File: src/rtl/seg_pkg.sv
// Shared definitions for the seven-segment scroller: character codes,
// active-low segment patterns (gfedcba) and the scroll state encoding.
package seg_pkg;

    localparam logic [4:0] CH_BLANK = 5'h10;
    localparam logic [4:0] CH_H     = 5'h11;
    localparam logic [4:0] CH_L     = 5'h12;
    localparam logic [4:0] CH_P     = 5'h13;
    localparam logic [4:0] CH_U     = 5'h14;
    localparam logic [4:0] CH_DASH  = 5'h15;

    localparam logic [6:0] SEG_BLANK = 7'h7F;
    localparam logic [6:0] SEG_H     = 7'b0001001;
    localparam logic [6:0] SEG_L     = 7'b1000111;
    localparam logic [6:0] SEG_P     = 7'b0001100;
    localparam logic [6:0] SEG_U     = 7'b1000001;
    localparam logic [6:0] SEG_DASH  = 7'b0111111;

    typedef enum logic [1:0] {
        IDLE  = 2'd0,
        RUN   = 2'd1,
        PAUSE = 2'd2
    } state_t;

endpackage

File: src/rtl/seg_char_decode.sv
// Combinational 5-bit character code to active-low 7-segment pattern
// (gfedcba). Unassigned codes display blank.
module seg_char_decode
    import seg_pkg::*;
(
    input  logic [4:0] code,
    output logic [6:0] seg
);

    always_comb begin
        // NOTE: default assigned before the case so every path drives seg and no latch is inferred.
        seg = SEG_BLANK;
        case (code)
            5'h00:    seg = 7'b1000000;
            5'h01:    seg = 7'b1111001;
            5'h02:    seg = 7'b0100100;
            5'h03:    seg = 7'b0110000;
            5'h04:    seg = 7'b0011001;
            5'h05:    seg = 7'b0010010;
            5'h06:    seg = 7'b0000010;
            5'h07:    seg = 7'b1111000;
            5'h08:    seg = 7'b0000000;
            5'h09:    seg = 7'b0010000;
            5'h0A:    seg = 7'b0001000;
            5'h0B:    seg = 7'b0000011;
            5'h0C:    seg = 7'b1000110;
            5'h0D:    seg = 7'b0100001;
            5'h0E:    seg = 7'b0000110;
            5'h0F:    seg = 7'b0001110;
            CH_BLANK: seg = SEG_BLANK;
            CH_H:     seg = SEG_H;
            CH_L:     seg = SEG_L;
            CH_P:     seg = SEG_P;
            CH_U:     seg = SEG_U;
            CH_DASH:  seg = SEG_DASH;
            default:  seg = SEG_BLANK;
        endcase
    end

endmodule

File: src/rtl/seg_scroll_engine.sv
// Message scroller: loadable character buffer viewed through a 4-digit window
// that advances once per prescaler period; HEX outputs are registered.
module seg_scroll_engine
    import seg_pkg::*;
#(
    parameter int CLK_HZ  = 50000000,
    parameter int STEP_HZ = 1,
    parameter int MAX_LEN = 16,
    localparam int AW     = $clog2(MAX_LEN)
)(
    input  logic          CLOCK_50,
    input  logic          RESET,
    input  logic          wr_en,
    input  logic [AW-1:0] wr_addr,
    input  logic [4:0]    wr_data,
    input  logic [AW:0]   msg_len,
    input  logic          start,
    input  logic          pause,
    output logic          busy,
    output logic          step,
    output logic [6:0]    HEX3,
    output logic [6:0]    HEX2,
    output logic [6:0]    HEX1,
    output logic [6:0]    HEX0
);

    localparam int            TC_INT  = CLK_HZ / STEP_HZ - 1;
    localparam int            CW      = $clog2(TC_INT + 1);
    localparam logic [CW-1:0] TC      = CW'(TC_INT);
    localparam logic [AW:0]   LEN_MAX = (AW + 1)'(MAX_LEN);

    state_t        state, state_nx;
    logic [AW-1:0] ptr;
    logic [AW:0]   len_q;
    logic [AW:0]   ptr_inc;
    logic [CW-1:0] count;
    logic [4:0]    mem [MAX_LEN];
    logic [4:0]    ch  [4];
    logic [6:0]    seg [4];
    logic          start_ok;
    logic          tick;

    // (p + k) mod len for k <= 3; len may be smaller than 4, so up to three wraps.
    function automatic logic [AW-1:0] win_idx(input logic [AW-1:0] p, input logic [1:0] k,
                                              input logic [AW:0] len);
        logic [AW+1:0] s;
        s = {2'b00, p} + {{AW{1'b0}}, k};
        for (int n = 0; n < 3; n++) begin
            if (s >= {1'b0, len}) s = s - {1'b0, len};
        end
        return AW'(s);
    endfunction

    assign start_ok = start && (msg_len != '0);
    assign tick     = (state == RUN) && (count == TC);
    assign ptr_inc  = {1'b0, ptr} + (AW + 1)'(1);
    assign busy     = (state != IDLE);

    always_comb begin
        state_nx = state;
        case (state)
            IDLE:       if (start_ok) state_nx = RUN;
            RUN, PAUSE: state_nx = pause ? PAUSE : RUN;
            default:    state_nx = IDLE;
        endcase
    end

    // NOTE: sequential state uses <= so every flop sees pre-edge values regardless of statement order.
    always_ff @(posedge CLOCK_50 or posedge RESET) begin
        if (RESET) begin
            state <= IDLE;
            ptr   <= '0;
            len_q <= '0;
            count <= '0;
            step  <= 1'b0;
        end else begin
            state <= state_nx;
            step  <= 1'b0;
            if (start_ok) begin
                ptr   <= '0;
                count <= '0;
                len_q <= (msg_len > LEN_MAX) ? LEN_MAX : msg_len;
            end else if (tick) begin
                count <= '0;
                step  <= 1'b1;
                ptr   <= (ptr_inc == len_q) ? '0 : ptr_inc[AW-1:0];
            end else if (state == RUN) begin
                count <= count + CW'(1);
            end
        end
    end

    // NOTE: the buffer must power up blank, so it is reset entry by entry and maps to flops, not RAM.
    always_ff @(posedge CLOCK_50 or posedge RESET) begin
        if (RESET) begin
            for (int i = 0; i < MAX_LEN; i++) mem[i] <= CH_BLANK;
        end else if (wr_en) begin
            mem[wr_addr] <= wr_data;
        end
    end

    always_comb begin
        for (int k = 0; k < 4; k++) ch[k] = mem[win_idx(ptr, 2'(k), len_q)];
    end

    for (genvar k = 0; k < 4; k++) begin : g_dec
        seg_char_decode u_dec (
            .code (ch[k]),
            .seg  (seg[k])
        );
    end

    // Display reads pre-write buffer contents; a same-cycle write shows one cycle later.
    always_ff @(posedge CLOCK_50 or posedge RESET) begin
        if (RESET) begin
            HEX3 <= SEG_BLANK;
            HEX2 <= SEG_BLANK;
            HEX1 <= SEG_BLANK;
            HEX0 <= SEG_BLANK;
        end else if (state == IDLE) begin
            HEX3 <= SEG_BLANK;
            HEX2 <= SEG_BLANK;
            HEX1 <= SEG_BLANK;
            HEX0 <= SEG_BLANK;
        end else begin
            HEX3 <= seg[0];
            HEX2 <= seg[1];
            HEX1 <= seg[2];
            HEX0 <= seg[3];
        end
    end

endmodule

File: config.mk
export PLATFORM = sky130hd
export DESIGN_NAME = seg_scroll_engine
export DESIGN_NICKNAME = d
export VERILOG_FILES = /design/src/rtl/seg_pkg.sv /design/src/rtl/seg_char_decode.sv /design/src/rtl/seg_scroll_engine.sv
export SDC_FILE = /design/constraint.sdc
export NUM_CORES = 1
export LEC_CHECK = 0
export BUFFER_PORTS_ARGS = -buffer_cell sky130_fd_sc_hd__buf_2
export CAP_MARGIN = 20
export CORE_ASPECT_RATIO = 0.6
export CORE_MARGIN = 3
export CORE_UTILIZATION = 66
export CTS_BUF_LIST = sky130_fd_sc_hd__clkbuf_8
export CTS_CLUSTER_SIZE = 30
export DETAILED_ROUTE_END_ITERATION = 7
export GPL_TIMING_DRIVEN = 1
export PLACE_DENSITY = 0.84
export SYNTH_ARGS = -nofsm -noshare
export SYNTH_HDL_FRONTEND = slang
export SYNTH_SLANG_ARGS = --single-unit
File: constraint.sdc
create_clock -name CLOCK_50 -period 25.5 [get_ports CLOCK_50]
set_clock_uncertainty 0.1 [all_clocks]
set_input_delay 3.825 -clock CLOCK_50 [delete_from_list [all_inputs] [get_ports CLOCK_50]]
set_output_delay 3.825 -clock CLOCK_50 [all_outputs]
set_load 0.005 [all_outputs]
==> results.rst, run 1 <==
.. list-table::
   :header-rows: 1

   * - Metric
     - Value
   * - Number of global-route vias before repair
     - 12362
   * - Category of the critical setup timing path
     - reg2reg
   * - Ys async rst share
     - 100.0%
   * - Synthesized flop and latch total
     - 146
   * - Slack of the worst reg-to-reg path
     - 16.25 ns
   * - Later-pin clock latency in the skew report
     - 0.48 ns
   * - Cell count after synthesis
     - 1568
   * - Count of warnings emitted by yosys
     - 0
   * - Layout cell share with drive strength beyond 1
     - 19.64%
   * - Routed length per instance
     - 23.13 microns
   * - Number of placement rows
     - 41
   * - Worst Hold Launch
     - count[23]
   * - Arrival time of data at the critical path endpoint
     - 9.55 ns
   * - Initial core utilization
     - 67.90%
   * - Average vias per placed instance
     - 7.020
   * - Setup repair after global routing missed its margin
     - no
   * - Global Route Usage Sum
     - 36.70%
   * - WL final
     - 43430 microns
   * - Number of nets in the layout
     - 1713
   * - Category of the worst setup path launch point
     - register
   * - Share of the yosys chip area belonging to registers
     - 25.78%
   * - Placed wire-length estimate after detailed placement
     - 32700 microns
   * - Cell depth of the worst flop-to-flop path
     - 32
   * - Count of hold buffers inserted by post-cts repair
     - 0
   * - Max Root-Sink Buffers
     - 2
   * - Pin count of the biggest net entering global routing
     - 77
   * - Non-filler instance count after layout
     - 1878
   * - Number of endpoints failing setup at the final stage
     - 0
   * - Launching element of the worst setup path
     - ptr[0]
   * - Synth unique cells
     - 104
   * - Max Clk Rate
     - 108.1 MHz
   * - Area of placed instances
     - 0.01476 sq mm
   * - Crit end category
     - register
   * - Worst Setup EP
     - HEX3[3]
   * - Area of the placeable core
     - 0.02119 sq mm
   * - Crit-path most repeated cell
     - ha_1
   * - Gp weighted congestion
     - 1.032
   * - Post-CTS resize count
     - 0
   * - Largest stage delay, worst path
     - 0.71 ns
   * - Clock net sink count
     - 146
   * - Actual slew at the worst max-slew pin
     - 0.9911 ns
   * - Post-synth top flop
     - dfrtp_1
   * - Critical path fanouts, max
     - 26
   * - Run status
     - finished clean
   * - Final Hold Viols
     - 0
   * - Area growth from synthesis to final layout
     - 5.305%
   * - Final Cycle Share
     - 36.26%
   * - Io pins
     - 49
   * - Fillers
     - 1605
   * - Post-CTS clock slew at the launch and capture registers of the worst setup and hold paths
     - 0.08 ns
   * - Initial antenna violation count
     - 0
   * - Total CTS buffers
     - 17
   * - Number of input and output port buffers inserted
     - 48
   * - Number of H-tree levels
     - 4
   * - Worst Hold Class
     - reg2reg
   * - EDFF count, synth
     - 0
   * - Total non-filler cell area in the finished layout
     - 0.01515 sq mm
   * - Final critical delay including setup and external delays
     - 9.247 ns
   * - Cell total after placement
     - 1846
   * - Worst reg2reg endpoint
     - HEX3[3]
   * - Routed Antenna Nets
     - 0
   * - Number of vias in the routed layout
     - 13184
   * - Total Die Area
     - 0.02366 sq mm
   * - Remaining routing DRC violations
     - 0
   * - DR iter-0 viols
     - 1675
   * - Reported max-cap violation count
     - 0
   * - Origin of the critical flop-to-flop path
     - ptr[0]
   * - Cell at the root of the clock tree
     - clkbuf_8
   * - Average footprint of a synthesized cell
     - 9.175 sq um
   * - Net count after synthesis
     - 1694
   * - Inserted Diodes
     - 0
   * - Cell with the biggest individual delay on the critical path
     - or3_1
   * - Setup Fix Bufs, Post-CTS
     - 0
   * - Headroom to the max-slew limit
     - 33.77%
   * - Sum of overflow across all layers after global routing
     - 0
   * - Data required time at the worst endpoint
     - 25.81 ns
   * - Sum of negative setup slack
     - 0 ns
   * - First-pass GRT wire length
     - 68430 microns
   * - Cell Area, Synth
     - 0.01439 sq mm
   * - Pins Over Slew Limit
     - 0
   * - Die height
     - 120.4 microns
   * - Clock tree from TritonCTS
     - done
   * - Length of the first detailed-routing pass in iterations
     - 7
   * - X dimension of the die
     - 196.6 microns
   * - WHS
     - 0.4491 ns
## layout make-up
class,count,area (sq um),area share (%)
Clock buffer,19,261.5,1.726
Tap cell,279,349.1,2.304
Multi-Input combinational cell,1294,10120,66.78
Sequential cell,146,3709,24.48
Inverter,67,256.5,1.693
Timing Repair Buffer,61,337.8,2.230
Clock inverter,12,118.9,0.7846
## cell families (layout without fill, tap and decap cells)
kind of cell             Yosys count  in the layout  synth area share, %
AO/OA/AOI/OAI                    374            374                18.81
XOR/XNOR                          50             50                3.044
adder cells (fa/ha/maj)          107            107                9.932
buffers and inverters            128            159                3.983
flip-flops                       146            146                25.78
multiplexers                     280            280                21.75
AND/OR/NAND/NOR                  483            483                16.70
## critical path, delay by kind of cell (launching register included)
family	cells	cell delay (ns)
compound gates	11	2.65
fa+ha+maj	5	1.99
buf+inv	4	0.95
flops	1	0.47
mux	3	0.98
simple gates	9	2.01
## cells in the mapped netlist, types with 19 or more instances
library cell,count,area [sq um]
a21oi_1,68,340.3
buf_2,20,100.1
clkbuf_1,25,93.84
dfrtp_1,102,2552
dfstp_2,44,1156
ha_1,95,1189
inv_1,66,247.7
mux2_2,116,1306
mux2i_1,146,1461
nand2_1,149,559.3
nand2b_1,22,137.6
nand3_1,51,255.2
nor2_1,114,427.9
nor3_1,19,95.09
o21a_1,20,150.1
o21ai_0,58,290.3
xnor2_1,20,175.2
xor2_1,30,262.8
## layer usage
layer	routed length, microns	track usage, %	vias up
met5	0	0	-
met4	928	8.763	0
met3	6548	15.23	115
met2	16960	49.38	899
met1	18990	54.35	6301
li1	-	-	5869
## sequential cells by signal (all words and copies together), names as in the netlist
signal and flops:
mem 80, count 26, HEX0 7, HEX1 7, HEX2 7, HEX3 7, len_q 5, ptr 4
state 2, step 1
## worst min-delay path by stage
stage | end | depth (start not counted)
floorplan | count[25] | 2
global placement | count[23] | 2
detailed placement | count[23] | 2
CTS | count[23] | 2
global route | count[23] | 2
finish | count[23] | 2
## per-stage QoR
| stage | worst slack [ns] | util (%) |
|---|---|---|
| global placement | 16.80 | 69.67 |
| finish | 16.25 | 71.51 |
| CTS | 16.46 | 71.47 |
| floorplan | 17.43 | - |
| detailed placement | 16.51 | 69.67 |
| global route | 15.63 | 71.51 |
## layout by cell type (no fill, tap or decap), drive strengths merged, types with 52 or more instances in the layout
cell type,netlist,layout
mux2,119,119
ha,95,95
nand2,149,149
o21ai,62,62
inv,67,70
buf,36,61
a21oi,71,71
mux2i,150,150
nand3,52,52
nor2,117,117
dfrtp,102,102
Power of run 1 is left out: the tool's default activity adds up to more than one toggle a clock period on the data nets, which glitch-free logic cannot reach.
==> run 2, diff against run 1 <==
CORE_UTILIZATION = 59   (was 66)
PLACE_DENSITY = 0.79   (was 0.84)
clock period = 8 ns   (was 25.5 ns; I/O delays follow)
==> run 2 against run 1 <==
Effect of this change: worst setup slack got worse by 16 ns; worst hold slack got worse by 0.0058 ns; sequential share of layout area fell by 1.3 points; via count rose by 2.8%; first-iteration DRC count rose by 22%; clock-buffer cell count did not move; non-clock buffer count rose by 70; utilization fell by 3.5 points; fmax rose by 20%; largest cell class unchanged; routed wire length rose by 9.2%; critical path type unchanged; global-route usage fell by 1.8 points.
==> results.rst, run 2 (synthesis gave the netlist of run 1 again) <==
.. list-table::
   :header-rows: 1

   * - Metric
     - Value
   * - Gp weighted congestion
     - 1.077
   * - Post-CTS clock slew at the launch and capture registers of the worst setup and hold paths
     - 0.10 ns
   * - Later-pin clock latency in the skew report
     - 0.50 ns
   * - X dimension of the die
     - 207.6 microns
   * - Number of placement rows
     - 43
   * - Final Cycle Share
     - 96.70%
   * - Crit end category
     - register
   * - Final WS setup
     - 0.2642 ns
   * - Headroom to the max-slew limit
     - 30.64%
   * - Cell with the biggest individual delay on the critical path
     - fa_1
   * - Arrival time of data at the critical path endpoint
     - 8.07 ns
   * - Total CTS buffers
     - 17
   * - Non-filler instance count after layout
     - 1985
   * - Clock tree from TritonCTS
     - done
   * - First-pass GRT wire length
     - 72190 microns
   * - DR iter-0 viols
     - 2044
   * - Layout cell share with drive strength beyond 1
     - 25.33%
   * - Largest stage delay, worst path
     - 0.48 ns
   * - Initial antenna violation count
     - 1
   * - Clock net sink count
     - 146
   * - Cell at the root of the clock tree
     - clkbuf_8
   * - Critical path fanouts, max
     - 22
   * - Length of the first detailed-routing pass in iterations
     - 6
   * - Initial core utilization
     - 61.19%
   * - Area of the multi-input gates
     - 0.01028 sq mm
   * - Average vias per placed instance
     - 6.829
   * - Area of the placeable core
     - 0.02351 sq mm
   * - Placed wire-length estimate after detailed placement
     - 36130 microns
   * - Max Root-Sink Buffers
     - 2
   * - Commonest cells after routing, fill and taps aside
     - nand2_1, mux2i_1, mux2_2, nor2_1, dfrtp_1
   * - Number of vias in the routed layout
     - 13556
   * - Number of H-tree levels
     - 4
   * - WL final
     - 47410 microns
   * - Number of endpoints failing setup at the final stage
     - 0
   * - Pin count of the biggest net entering global routing
     - 79
   * - Run status
     - finished clean
   * - Reported max-cap violation count
     - 0
   * - Final Hold Viols
     - 0
   * - Area growth from synthesis to final layout
     - 11.21%
   * - Max Clk Rate
     - 129.3 MHz
   * - Inserted Diodes
     - 0
   * - Category of the critical setup timing path
     - reg2reg
   * - Number of nets in the layout
     - 1783
   * - Routed Antenna Nets
     - 0
   * - Category of the worst setup path launch point
     - register
   * - Count of hold buffers inserted by post-cts repair
     - 0
   * - Die height
     - 127.0 microns
   * - Pins Over Slew Limit
     - 0
   * - Top reg by flops
     - mem
   * - Sequential cell area in the final layout
     - 0.003712 sq mm
   * - Fillers
     - 1883
   * - Worst Hold Class
     - reg2reg
   * - Registers with the most flip-flops
     - mem (80), count (26)
   * - Total Die Area
     - 0.02635 sq mm
   * - Actual slew at the worst max-slew pin
     - 1.037 ns
   * - Cell total after placement
     - 1946
   * - Global Route Usage Sum
     - 34.95%
   * - Flip-flop count of the largest register after layout
     - 80
   * - Final critical delay including setup and external delays
     - 7.736 ns
   * - Routed length per instance
     - 23.89 microns
   * - Data required time at the worst endpoint
     - 8.34 ns
   * - Sum of overflow across all layers after global routing
     - 0
   * - Pre-CTS worst setup slack
     - -0.06861 ns
   * - Remaining routing DRC violations
     - 0
   * - Most frequent standard cell in the layout excluding fill and tap cells
     - nand2_1
   * - Number of global-route vias before repair
     - 12518
   * - Io pins
     - 49
   * - Number of input and output port buffers inserted
     - 48
   * - Crit-path most repeated cell
     - ha_1
-- run 2: metal layers --
layer | vias up | share of wire [%] | global-route usage (%)
met5 | - | 0.31 | 1.452
met4 | 6 | 1.4 | 6.061
met3 | 87 | 16 | 16.09
met2 | 910 | 39 | 45.58
met1 | 6530 | 44 | 52.57
li1 | 6023 | - | -
-- run 2: layout make-up --
cell class | instances | share of cell area (%)
Clock inverter | 13 | 1.024
Timing Repair Buffer | 131 | 5.787
Tap cell | 315 | 2.463
Multi-Input combinational cell | 1294 | 64.28
Inverter | 67 | 1.603
Clock buffer | 19 | 1.634
Sequential cell | 146 | 23.20
-- run 2: worst paths after layout --
check,cells after the start,slack (ns),startpoint,endpoint
worst max-delay path,31,0.26,len_q[0],HEX3[3]
worst min-delay path,2,0.44,count[23],count[23]
worst max register to register,31,0.26,len_q[0],HEX3[3]
worst min register to register,2,0.44,count[23],count[23]
max in group asynchronous,3,5.69,RESET,mem[50]
min in group asynchronous,2,0.71,RESET,count[4]
-- run 2: worst max-delay path, delay by kind of cell, from the launching register on --
kind | cells | cell delay [ns]
compound gates | 10 | 1.93
fa+ha+maj | 5 | 1.80
mux | 5 | 1.52
simple gates | 7 | 1.20
buf+inv | 4 | 0.69
flops | 1 | 0.41
-- run 2: per-stage QoR --
step	utilization, %	TNS (ns)	cell area (sq um)	hold slack [ns]
2_1_floorplan	-	0	14390	0.3967
3_3_place_gp	65.24	0	15340	0.4204
3_5_place_dp	65.24	-0.2402	15340	0.4282
4_1_cts	67.08	0	15770	0.4501
5_1_grt	68.05	-0.07869	16000	0.4801
6_report	68.05	0	16000	0.4433
-- run 2: timing repair --
action | in CTS | in global routing
setup endpoints to repair | 6 | 28
gates cloned | 0 | 0
resized for setup | 3 | 45
buffers inserted | 0 | 7
pin swaps | 0 | 2
Power of run 2 is left out for the same reason.
==> run 3, diff against run 2 <==
CORE_ASPECT_RATIO = unset   (was 0.6)
==> run 3 against run 2 <==
Effect of this change: final area fell by 0.67%; largest cell class unchanged; first-iteration DRC count fell by 25%; critical path depth increased by 3; global-route usage fell by 3.2 points; register-to-register slack better by 0.11 ns; final cell count down 0.81%; sequential cell count is the same; die area fell by 0.24%; utilization shrank 0.94 points; routed wire length down 11%; sequential share of layout area up 0.16 points; via count shrank 3.4%.
==> results.rst, run 3 (synthesis gave the netlist of run 1 again) <==
.. list-table::
   :header-rows: 1

   * - Metric
     - Value
   * - Routed wire length on met2
     - 18890 microns
   * - Gp weighted congestion
     - 0.9926
   * - Met3 Routed Length
     - 3984 microns
   * - Cell with the biggest individual delay on the critical path
     - fa_1
   * - Data required time at the worst endpoint
     - 8.31 ns
   * - WHS
     - 0.4540 ns
   * - Routed length per instance
     - 21.49 microns
   * - Area growth from synthesis to final layout
     - 10.47%
   * - Number of input and output port buffers inserted
     - 48
   * - Total Die Area
     - 0.02629 sq mm
   * - Die height
     - 162.2 microns
   * - Number of H-tree levels
     - 4
   * - Category of the worst setup path launch point
     - register
   * - Number of placement rows
     - 56
   * - WL final
     - 42320 microns
   * - Global Route Usage Sum
     - 31.72%
   * - Length of the first detailed-routing pass in iterations
     - 6
   * - Sum of overflow across all layers after global routing
     - 0
   * - Routed Antenna Nets
     - 0
   * - Reported max-cap violation count
     - 0
   * - Wire length on met1
     - 18180 microns
   * - Clock tree from TritonCTS
     - done
   * - Count of hold buffers inserted by post-cts repair
     - 0
   * - Final Hold Viols
     - 0
   * - Remaining routing DRC violations
     - 0
   * - Number of nets in the layout
     - 1763
   * - Number of global-route vias before repair
     - 12460
   * - Max Root-Sink Buffers
     - 2
   * - Run status
     - finished clean
   * - Pin count of the biggest net entering global routing
     - 89
   * - Arrival time of data at the critical path endpoint
     - 7.94 ns
   * - Headroom to the max-slew limit
     - 31.00%
   * - Flip-flop count of the largest register after layout
     - 80
   * - Total CTS buffers
     - 17
   * - Pins Over Slew Limit
     - 0
   * - Registers with the most flip-flops
     - mem (80), count (26)
   * - Placed wire-length estimate after detailed placement
     - 31320 microns
   * - Category of the critical setup timing path
     - reg2reg
   * - Layout cell share with drive strength beyond 1
     - 24.61%
   * - Final critical delay including setup and external delays
     - 7.629 ns
   * - Critical path fanouts, max
     - 14
   * - Initial antenna violation count
     - 0
   * - Cell at the root of the clock tree
     - clkbuf_8
   * - Post-CTS clock slew at the launch and capture registers of the worst setup and hold paths
     - 0.10 ns
   * - Final Cycle Share
     - 95.36%
   * - Top Metal Used
     - met4
   * - X dimension of the die
     - 162.2 microns
   * - Inserted Diodes
     - 0
   * - Actual slew at the worst max-slew pin
     - 1.033 ns
   * - Clock net sink count
     - 146
   * - Crit end category
     - register
   * - Top reg by flops
     - mem
   * - Number of endpoints failing setup at the final stage
     - 0
   * - First-pass GRT wire length
     - 66800 microns
   * - Worst Hold Class
     - reg2reg
   * - Number of vias in the routed layout
     - 13098
   * - Max Clk Rate
     - 131.1 MHz
   * - Most frequent standard cell in the layout excluding fill and tap cells
     - nand2_1
   * - DR iter-0 viols
     - 1523
   * - Later-pin clock latency in the skew report
     - 0.48 ns
   * - Crit-path most repeated cell
     - ha_1
   * - Commonest cells after routing, fill and taps aside
     - nand2_1, mux2i_1, nor2_1, mux2_2, dfrtp_1
   * - Average vias per placed instance
     - 6.652
   * - Io pins
     - 49
   * - Largest stage delay, worst path
     - 0.41 ns
   * - Initial core utilization
     - 60.75%
   * - Area of the placeable core
     - 0.02368 sq mm
run 3: cell types whose count changed in the layout (fill, tap and decap cells not counted), moves of 3 or more:
| cell | before | now |
|---|---|---|
| buf_4 | 78 | 57 |
| o21ai_1 | 6 | 3 |
| clkinv_4 | 3 | 0 |
| o21ai_0 | 53 | 56 |
| clkinv_8 | 0 | 4 |
run 3: path summary, 6_finish.rpt:
path                       startpoint   endpoint  slack, ns  cells after the start
setup / recovery               ptr[1]    HEX1[6]       0.37                     34
hold / removal              count[14]  count[14]       0.45                      2
setup reg to reg               ptr[1]    HEX1[6]       0.37                     34
hold reg to reg             count[14]  count[14]       0.45                      2
max in group asynchronous       RESET    mem[27]       5.74                      3
min in group asynchronous       RESET  count[23]       0.78                      2
run 3: cell type report:
| type | count | area (sq um) |
|---|---|---|
| clock buffer | 17 | 234.0 |
| clock inverter | 15 | 177.7 |
| fill | 1939 | 7790 |
| inverter | 67 | 256.5 |
| multi-input combinational | 1294 | 10340 |
| sequential | 146 | 3712 |
| tap | 319 | 399.1 |
| timing repair buffer | 111 | 775.7 |
run 3: through the flow:
stage               std cells  utilization, %  worst slack [ns]  area [sq um]  setup TNS, ns
floorplan                1568               -            0.1187         14390              0
global placement         1927           63.95           0.03339         15150              0
detailed placement       1927           63.95          -0.04736         15150        -0.1770
CTS                      1959           65.69          0.001505         15560              0
global route             1969           67.11          -0.02185         15890       -0.03857
finish                   1969           67.11            0.3712         15890              0
run 3: what timing repair did:
action | CTS | global route
resized for setup | 2 | 57
pin swaps | 0 | 5
gates cloned | 0 | 1
buffers inserted | 0 | 9
endpoints found under the setup margin | 9 | 28
hold endpoints to repair | 0 | 0
run 3: worst max-delay path: cells and delay by family, from the launching register on:
family	cells	cell delay [ns]
compound gates	8	1.64
fa+ha+maj	6	1.78
buf+inv	6	0.71
flops	1	0.39
mux	8	2.12
simple gates	6	0.84
run 3: per-layer routing:
metal / vias up / global-route usage, %
met5: - / 0
met4: 0 / 11.52
met3: 118 / 5.993
met2: 640 / 48.43
met1: 6357 / 45.11
li1: 5983 / -
Power of run 3 is left out for the same reason.
